**src/rtl/fetch_sequencer.sv**
```systemverilog
// Program sequencer for the projetoProcessador core: walks start_addr..stop_addr on Din,
// pulses run per address, waits for a done rising edge. Optional watchdog: FETCH_TIMEOUT_EN.
module fetch_sequencer #(
    parameter int ADDR_W      = 5,
    parameter int CNT_W       = 8,
    parameter int TIMEOUT_CYC = 16
) (
    input  logic              clock,
    input  logic              reset,
    input  logic              start,
    input  logic [ADDR_W-1:0] start_addr,
    input  logic [ADDR_W-1:0] stop_addr,
    input  logic              done,
    output logic [ADDR_W-1:0] Din,
    output logic              run,
    output logic              busy,
    output logic              finished,
    output logic [CNT_W-1:0]  exec_count,
    output logic              timeout
);

    typedef enum logic [1:0] {IDLE, ISSUE, WAIT} state_t;

    state_t            state, state_nx;
    logic [ADDR_W-1:0] stop_q, stop_nx, din_nx;
    logic [CNT_W-1:0]  cnt_nx;
    logic              finished_nx;
    logic              done_q;
    logic              completion;
    logic              expired;

    // A level of done left over from the previous instruction must not count.
    assign completion = (state == WAIT) && done && !done_q;

`ifdef FETCH_TIMEOUT_EN
    localparam int WC_W = $clog2(TIMEOUT_CYC + 1);

    logic [WC_W-1:0] wait_cnt;
    logic            timeout_nx;

    assign expired = (state == WAIT) && !completion && (wait_cnt == WC_W'(TIMEOUT_CYC - 1));
`else
    assign expired = 1'b0;
    assign timeout = 1'b0;
`endif

    always_comb begin
        // NOTE: every signal gets a default first so no path through the case infers a latch.
        state_nx    = state;
        din_nx      = Din;
        stop_nx     = stop_q;
        cnt_nx      = exec_count;
        finished_nx = 1'b0;
`ifdef FETCH_TIMEOUT_EN
        timeout_nx  = timeout;
`endif
        case (state)
            IDLE: begin
                if (start) begin
                    state_nx = ISSUE;
                    din_nx   = start_addr;
                    stop_nx  = stop_addr;
                    cnt_nx   = '0;
`ifdef FETCH_TIMEOUT_EN
                    timeout_nx = 1'b0;
`endif
                end
            end
            ISSUE: state_nx = WAIT;
            WAIT: begin
                if (completion) begin
                    if (exec_count != '1) cnt_nx = exec_count + CNT_W'(1);
                    if (Din == stop_q) begin
                        finished_nx = 1'b1;
                        state_nx    = IDLE;
                    end else begin
                        din_nx   = Din + ADDR_W'(1);
                        state_nx = ISSUE;
                    end
                end else if (expired) begin
`ifdef FETCH_TIMEOUT_EN
                    timeout_nx = 1'b1;
`endif
                    state_nx = IDLE;
                end
            end
            default: state_nx = IDLE;
        endcase
    end

    // run/busy are derived from the next state so they line up with the state they describe.
    always_ff @(posedge clock or posedge reset) begin
        if (reset) begin
            state      <= IDLE;
            Din        <= '0;
            stop_q     <= '0;
            exec_count <= '0;
            run        <= 1'b0;
            busy       <= 1'b0;
            finished   <= 1'b0;
            done_q     <= 1'b0;
        end else begin
            // NOTE: non-blocking so every register samples pre-edge values of its peers.
            state      <= state_nx;
            Din        <= din_nx;
            stop_q     <= stop_nx;
            exec_count <= cnt_nx;
            run        <= (state_nx == ISSUE);
            busy       <= (state_nx != IDLE);
            finished   <= finished_nx;
            done_q     <= done;
        end
    end

`ifdef FETCH_TIMEOUT_EN
    always_ff @(posedge clock or posedge reset) begin
        if (reset) begin
            wait_cnt <= '0;
            timeout  <= 1'b0;
        end else begin
            timeout <= timeout_nx;
            if (state == ISSUE)     wait_cnt <= '0;
            else if (state == WAIT) wait_cnt <= wait_cnt + WC_W'(1);
        end
    end
`endif

endmodule

```
**config.mk**
```make
export PLATFORM = sky130hd
export DESIGN_NAME = fetch_sequencer
export DESIGN_NICKNAME = d
export VERILOG_FILES = /design/src/rtl/fetch_sequencer.sv
export SDC_FILE = /design/constraint.sdc
export NUM_CORES = 1
export LEC_CHECK = 0
export ABC_AREA = 1
export CAP_MARGIN = 20
export CORE_UTILIZATION = 36
export CTS_BUF_LIST = sky130_fd_sc_hd__clkbuf_8
export CTS_CLUSTER_DIAMETER = 100
export DETAILED_ROUTE_END_ITERATION = 16
export GPL_TIMING_DRIVEN = 0
export MAX_ROUTING_LAYER = met4
export PLACE_DENSITY = 0.62
export REMOVE_ABC_BUFFERS = 1
export SLEW_MARGIN = 40
export SYNTH_ARGS = -nofsm -noshare
export SYNTH_HDL_FRONTEND = slang
export SYNTH_SLANG_ARGS = --single-unit
```
**constraint.sdc**
```tcl
create_clock -name clock -period 3.4 [get_ports clock]
set_clock_uncertainty 0.1 [all_clocks]
set_input_delay 0.34 -clock clock [delete_from_list [all_inputs] [get_ports clock]]
set_output_delay 0.34 -clock clock [all_outputs]
set_load 0.05 [all_outputs]
```
==> metrics.md, run 1 <==
| Metric | Value |
|---|---|
| Final Critical Period | 2.06 ns |
| Max-cap violations | 0 |
| Slew Limit Fails | 0 |
| Post-synthesis sequential element count | 24 |
| Remaining DRCs | 0 |
| Placed cell areas | approximately 1600 sq um |
| Worst EP arrival | 1.62 ns |
| Buf+Inv Stages, Crit Path | 1 |
| Seq/Total Area, Yosys | 45.9% |
| Synth cell types | 30 |
| Core area | around 3400 sq um |
| Pre-antenna DRT Iters | 4 |
| Synth warn | 0 |
| Status | complete, no violations |
| Startpoint types | register |
| Postcts setup bufs | 0 |
| Crit Path Class | register to output pin |
| Antenna diodes | 0 |
| Synthesized instance count | 163 |
| F_max | 486 MHz |
| Dominant cell type by area after synthesis | dfrtp_1 |
| Cts repair resizes | 0 |
| Synth top area share | 45.9% |
| Die width | 62.3 um |
| CTS tree | yes |
| Fin crit share | 60.6% |
| Clk_lat worst skew | 0.27 ns |
| Fraction of registers with async set or reset after synthesis | 100% |
| Initial Util | 38.3% |
| Final setup viols | 0 |
| CP Data Required Time | 2.96 ns |
| Post-synthesis mux area share | ~1.7% |
| Layout area overhead | 29.6% |
| Xor-xnor portion of the synthesized cell area | approximately 1.3% |
| Die height | around 62 um |
| Final wirelength | 2.77 mm |
| Port Buf Inserts | 29 |
| Adder and majority cell fraction of the synthesized area | 1.91% |
| Peak supply drop | approximately 0.34 mV |
| Utilization after layout | roughly 50% |
| Compound-Gate Fraction of Synth Area | 7.66% |
| Cts hold-fix bufs | 0 |
| H-tree Lvls | 1 |
| Synthesized area | 1310 sq um |
| Final Instance Area | between 1500 and 2000 sq um |
| Largest family of logic cells by synthesized area | simple AND/OR/NAND/NOR gates |
| Number of synthesized flops with an enable pin | 0 |
| Commonest non-fill, non-tap cells in the layout | 48 x nand2_1, 29 x clkdlybuf4s50_1, 24 x dfrtp_1 |
| Nets | 208 |
| Root buf cell | clkbuf_8 |
| Worst min path class | input pin to async pin |
| CP max stage delay | approximately 0.85 ns |
| Most common cell after layout, fill and taps aside | nand2_1 |
| Layout Cells excl Fill | 237 |
| Setup ws final | 1.34 ns |
| Clock sinks | 24 |
| Synth Flop Type | dfrtp_1 |
| Synthesized area per cell | about 8 sq um |
| CP top delay family | buffers and inverters |
| Leakage | 0.000804 uW |
| Share of cells above drive strength 1 | 12.0% |
| Simple-Gate Fraction of Synth Area | 34.4% |
| Wire per inst | between 10 and 15 um |
| Clock buffer depth | 2 |
| Placement Setup Slack | approximately 1.4 ns |
| # IOs | 31 |
| DP HPWL | just under 2 mm |
| Initial antenna violation count | 0 |
| Synth area leaders | dfrtp_1 46%, nand2_1 14%, nand3_1 8.0% |
| Vias | approximately 1.2k |
| Count of final hold-check violations | 0 |
| ANT nets after route | 0 |
| FP Rows | 21 |
| Slowest CP cell | clkdlybuf4s50_1 |
| Placer Congestion | about 0.77 |
| Total CTS buffers | 3 |
| Crit-path cells | clkdlybuf4s50_1 |
| First-pass GRT wire length | between 4 and 5 mm |
| Grt ovf | 0 |
| Total die area | between 3000 and 4000 sq um |
| Number of DRC markers in iteration 0 | 45 |
| Largest net degree at the start of global routing | 25 |
| Dpl cells | 233 |
| Crit path max fanout | 8 |
| Setup_tns | 0 ns |
| Slew HR | 65.7% |
| RSZ-0062 raised after global routing | no |
| Power Dens Cells | 843 nW/um^2 |
| Vias per cell | 4.88 |
| Slew @ Worst Pin | 0.514 ns |
| CTS clk-pin slew, worst paths | approximately 0.090 ns |
| Endpoint class of the critical path | output pin |
| GRT Overall Usage | 15.7% |
| Number of global-route vias before repair | 1,032 |
[layout make-up]
class | instances | area (sq um)
Timing Repair Buffer | 29 | 290
Sequential cell | 24 | 601
Tap cell | 46 | 57.6
Fill cell | 338 | 1720
Clock buffer | 3 | 41.3
Clock inverter | 1 | 30.0
Multi-Input combinational cell | 119 | 618
Inverter | 15 | 56.3
[worst paths after layout]
path,startpoint,end,slack (ns),cells after the start
max,Din[0]$_DFFE_PP0P_,Din[0],1.34,1
min,reset,done_q$_DFF_PP0_,0.32,2
max reg2reg,state[0]$_DFF_PP0_,exec_count[7]$_DFFE_PP0P_,1.71,4
min reg2reg,stop_q[3]$_DFFE_PP0P_,stop_q[3]$_DFFE_PP0P_,0.44,2
max in group asynchronous,reset,Din[3]$_DFFE_PP0P_,2.53,2
min in group clock,stop_q[3]$_DFFE_PP0P_,stop_q[3]$_DFFE_PP0P_,0.44,2
[sequential cells by signal (all words and copies together) (netlist names)]
register    cells
exec_count      8
Din             5
run             1
state           2
stop_q          5
done_q          1
busy            1
finished        1
[Yosys cell counts, types with 2 or more instances]
| master | instances |
|---|---|
| a21oi_1 | 3 |
| dfrtp_1 | 24 |
| ha_1 | 2 |
| inv_1 | 13 |
| inv_2 | 2 |
| mux2_2 | 2 |
| nand2_1 | 48 |
| nand2_2 | 3 |
| nand3_1 | 21 |
| nand4_1 | 4 |
| nor2_1 | 10 |
| nor2_4 | 2 |
| o21ai_0 | 4 |
| o21ai_1 | 5 |
| or2_2 | 5 |
[through the flow]
step	power (uW)	hold WS (ns)
after CTS	1440	0.335
after global routing	1530	0.368
final	1430	0.316
after detailed placement	1190	0.428
after floorplan	971	0.255
after global placement	1170	0.414
[metal layers]
layer / vias up / track usage (%) / wire, um
met3: 4 / 2.39 / 99
met5: - / - / 0
li1: 580 / - / -
met2: 27 / 25.3 / 1320
met4: 0 / 7.56 / 43
met1: 546 / 19.3 / 1310
[power breakdown]
part	leakage, uW	internal, uW	switching [uW]
clock network	0.0000357	157	94.7
logic	0.000464	243	457
registers	0.000304	378	97.9
[logic make-up (layout without fill, tap and decap cells)]
logic type / Yosys count / count (layout)
adders and majority gates: 2 / 2
muxes: 2 / 2
AOI/OAI and AO/OA: 16 / 16
xor gates and xnor gates: 2 / 2
other: 1 / 1
buffers and inverters: 20 / 48
DFF: 24 / 24
and+or+nand+nor: 96 / 96
Note: power is estimated with default switching activity, not from simulation.
==> run 2: changes to the inputs <==
- clock period: 3.4 -> 2.1 ns (I/O delays scaled with it)
==> results of run 2 <==
The final DEF is identical to that of run 1. Status: complete, no violations.
Main changes from that run: setup slack after placement 1.43 ns -> 0.257 ns; setup slack after layout 1.34 ns -> 0.170 ns; hold slack 0.316 ns -> 0.186 ns; register-to-register setup slack 1.71 ns -> 0.41 ns; total power 1430 uW -> 2310 uW; worst IR drop on VDD 0.338 mV -> 0.547 mV
==> run 3: changes to the inputs <==
- HOLD_SLACK_MARGIN: not set -> 0.08
- SLEW_MARGIN: 40 -> 10
==> metrics.md, run 3 (same netlist as run 1, synthesis figures left out) <==
| Metric | Value |
|---|---|
| Status | complete, no violations |
| Largest registers | exec_count (8), Din (5), stop_q (5) |
| Crit Path Class | register to output pin |
| ANT nets after route | 0 (unchanged) |
| Commonest non-fill, non-tap cells in the layout | 48 x nand2_1, 29 x clkdlybuf4s50_1, 24 x dfrtp_1 |
| Clock buffer depth | 2 (unchanged) |
| Final wirelength | 2.78 mm (+0.40%) |
| Multi-input gate area | 618 sq um (unchanged) |
| Worst Reg2Reg Path Length in Cells | 4 (unchanged) |
| Share of cells above drive strength 1 | 11.5% (-0.52 points) |
| Port Buf Inserts | 29 (unchanged) |
| Clk_lat worst skew | 0.27 ns (about the same) |
| Worst hold path depth | 1 |
| Clock sinks | 24 (unchanged) |
| Max-cap violations | 0 (unchanged) |
| Remaining DRCs | 0 (unchanged) |
| Final Critical Period | 1.93 ns |
| Total CTS buffers | 3 (unchanged) |
| Layout area overhead | 29.6% (unchanged) |
| Hold Path Origin | done |
| CP Data Required Time | 1.79 ns |
| Grt ovf | 0 (unchanged) |
| Postcts setup bufs | 0 (unchanged) |
| CTS clk-pin slew, worst paths | 0.09 ns (about the same) |
| R2R setup slack | 0.40 ns |
| Count of final hold-check violations | 0 (unchanged) |
| Root buf cell | clkbuf_8 |
| Power Dens Cells | 1370 nW/um^2 |
| Endpoint class of the critical path | output pin |
| Pre-antenna DRT Iters | 4 (unchanged) |
| Slowest CP cell | clkdlybuf4s50_1 |
| F_max | 518 MHz |
| Fin crit share | 91.9% |
| Peak supply drop | 0.547 mV |
| DP HPWL | 1.99 mm (about the same) |
| CTS tree | yes |
| Largest net degree at the start of global routing | 25 (unchanged) |
| First-pass GRT wire length | 4.72 mm (+0.30%) |
| Placed cell areas | 1620 sq um (unchanged) |
| Placer Congestion | 0.774 (unchanged) |
| FF-to-FF End | exec_count[7]$_DFFE_PP0P_ |
| Hold Path End | done_q$_DFF_PP0_ |
| Crit-path cells | clkdlybuf4s50_1 |
| Slew Limit Fails | 0 (unchanged) |
| Initial Util | 38.3% (unchanged) |
| Buf+Inv Stages, Crit Path | 1 (unchanged) |
| Initial antenna violation count | 0 (unchanged) |
| Worst EP arrival | 1.62 ns (about the same) |
| Final Instance Area | 1690 sq um (unchanged) |
| Vias per cell | 4.90 (+0.35%) |
| Total die area | 3880 sq um (unchanged) |
| Vias | 1,161 (+0.35%) |
| Total power | 2310 uW |
| Final setup viols | 0 (unchanged) |
| Antenna diodes | 0 (unchanged) |
| GRT Overall Usage | 15.7% (+0.040 points) |
| CP max stage delay | 0.85 ns (about the same) |
| Slew HR | 37.7% (-28 points) |
| RSZ-0062 raised after global routing | no |
| Top reg by flops | exec_count |
| Wire per inst | 11.7 um (+0.40%) |
| Number of global-route vias before repair | 1,032 (unchanged) |
| Register area | 601 sq um (unchanged) |
| Slew @ Worst Pin | 0.934 ns (+0.419 ns) |
| Core area | 3420 sq um (unchanged) |
| Nets | 208 (unchanged) |
| Cts repair resizes | 0 (unchanged) |
| H-tree Lvls | 1 (unchanged) |
| Die width | 62.3 um (unchanged) |
| # IOs | 31 (unchanged) |
| Leakage | 0.000805 uW (+0.13%) |
| Startpoint types | register |
| Number of DRC markers in iteration 0 | 36 (-20%) |
| Most common cell after layout, fill and taps aside | nand2_1 |
| Cts hold-fix bufs | 0 (unchanged) |
| Worst min path class | input pin to register |
| Die height | 62.3 um (unchanged) |
| FP Rows | 21 (unchanged) |
| CP top delay family | buffers and inverters |
| Setup_tns | 0 ns (unchanged) |
| Number of fillers in the final layout | 338 (unchanged) |
| Reg2Reg Launch Point | state[0]$_DFF_PP0_ |
| Largest register FFs | 8 (unchanged) |
| Crit path max fanout | 8 (unchanged) |
[run 3: cell counts in the layout (fill, tap and decap cells not counted)]
Identical to the previous run, type by type.
[run 3: report_power, final]
part / leakage (uW) / total, uW / switching [uW] / internal [uW]
registers: 0.000304 / 771 / 159 / 612
clock network: 0.0000357 / 407 / 153 / 255
logic: 0.000466 / 1130 / 741 / 393
[run 3: metrics by stage]
stage                     setup slack, ns  cells  hold WS (ns)  util [%]
final                               0.170    237         0.313      49.6
after floorplan                     0.259    158         0.125         -
after CTS                           0.171    237         0.303      49.6
after global routing                0.114    237         0.297      49.6
after global placement              0.285    233         0.414      47.5
after detailed placement            0.257    233         0.428      47.5
[run 3: area by class of cell]
cell class                 instances  share of cell area [%]
inverter                          15                    3.32
tap                               46                    3.40
timing repair buffer              29                    17.1
multi-input combinational        119                    36.5
sequential                        24                    35.5
clock inverter                     1                    1.77
clock buffer                       3                    2.44
[run 3: worst max-delay path by stage]
stage / startpoint / endpoint / cells after the start
finish: Din[0]$_DFFE_PP0P_ / Din[0] / 1
floorplan: exec_count[0]$_DFFE_PP0P_ / exec_count[7]$_DFFE_PP0P_ / 6
CTS: Din[0]$_DFFE_PP0P_ / Din[0] / 1
global placement: start / exec_count[7]$_DFFE_PP0P_ / 6
detailed placement: start / exec_count[7]$_DFFE_PP0P_ / 6
global route: Din[2]$_DFFE_PP0P_ / Din[2] / 1
[run 3: routing by layer]
metal  vias up  GRT usage (%)  wire, um  share of wire (%)
met3         4           2.39       103                3.7
met4         0           7.56        43                1.5
met1       548           19.4      1310                 47
li1        580              -         -                  -
met2        29           25.3      1330                 48
met5         -              -         0                  0
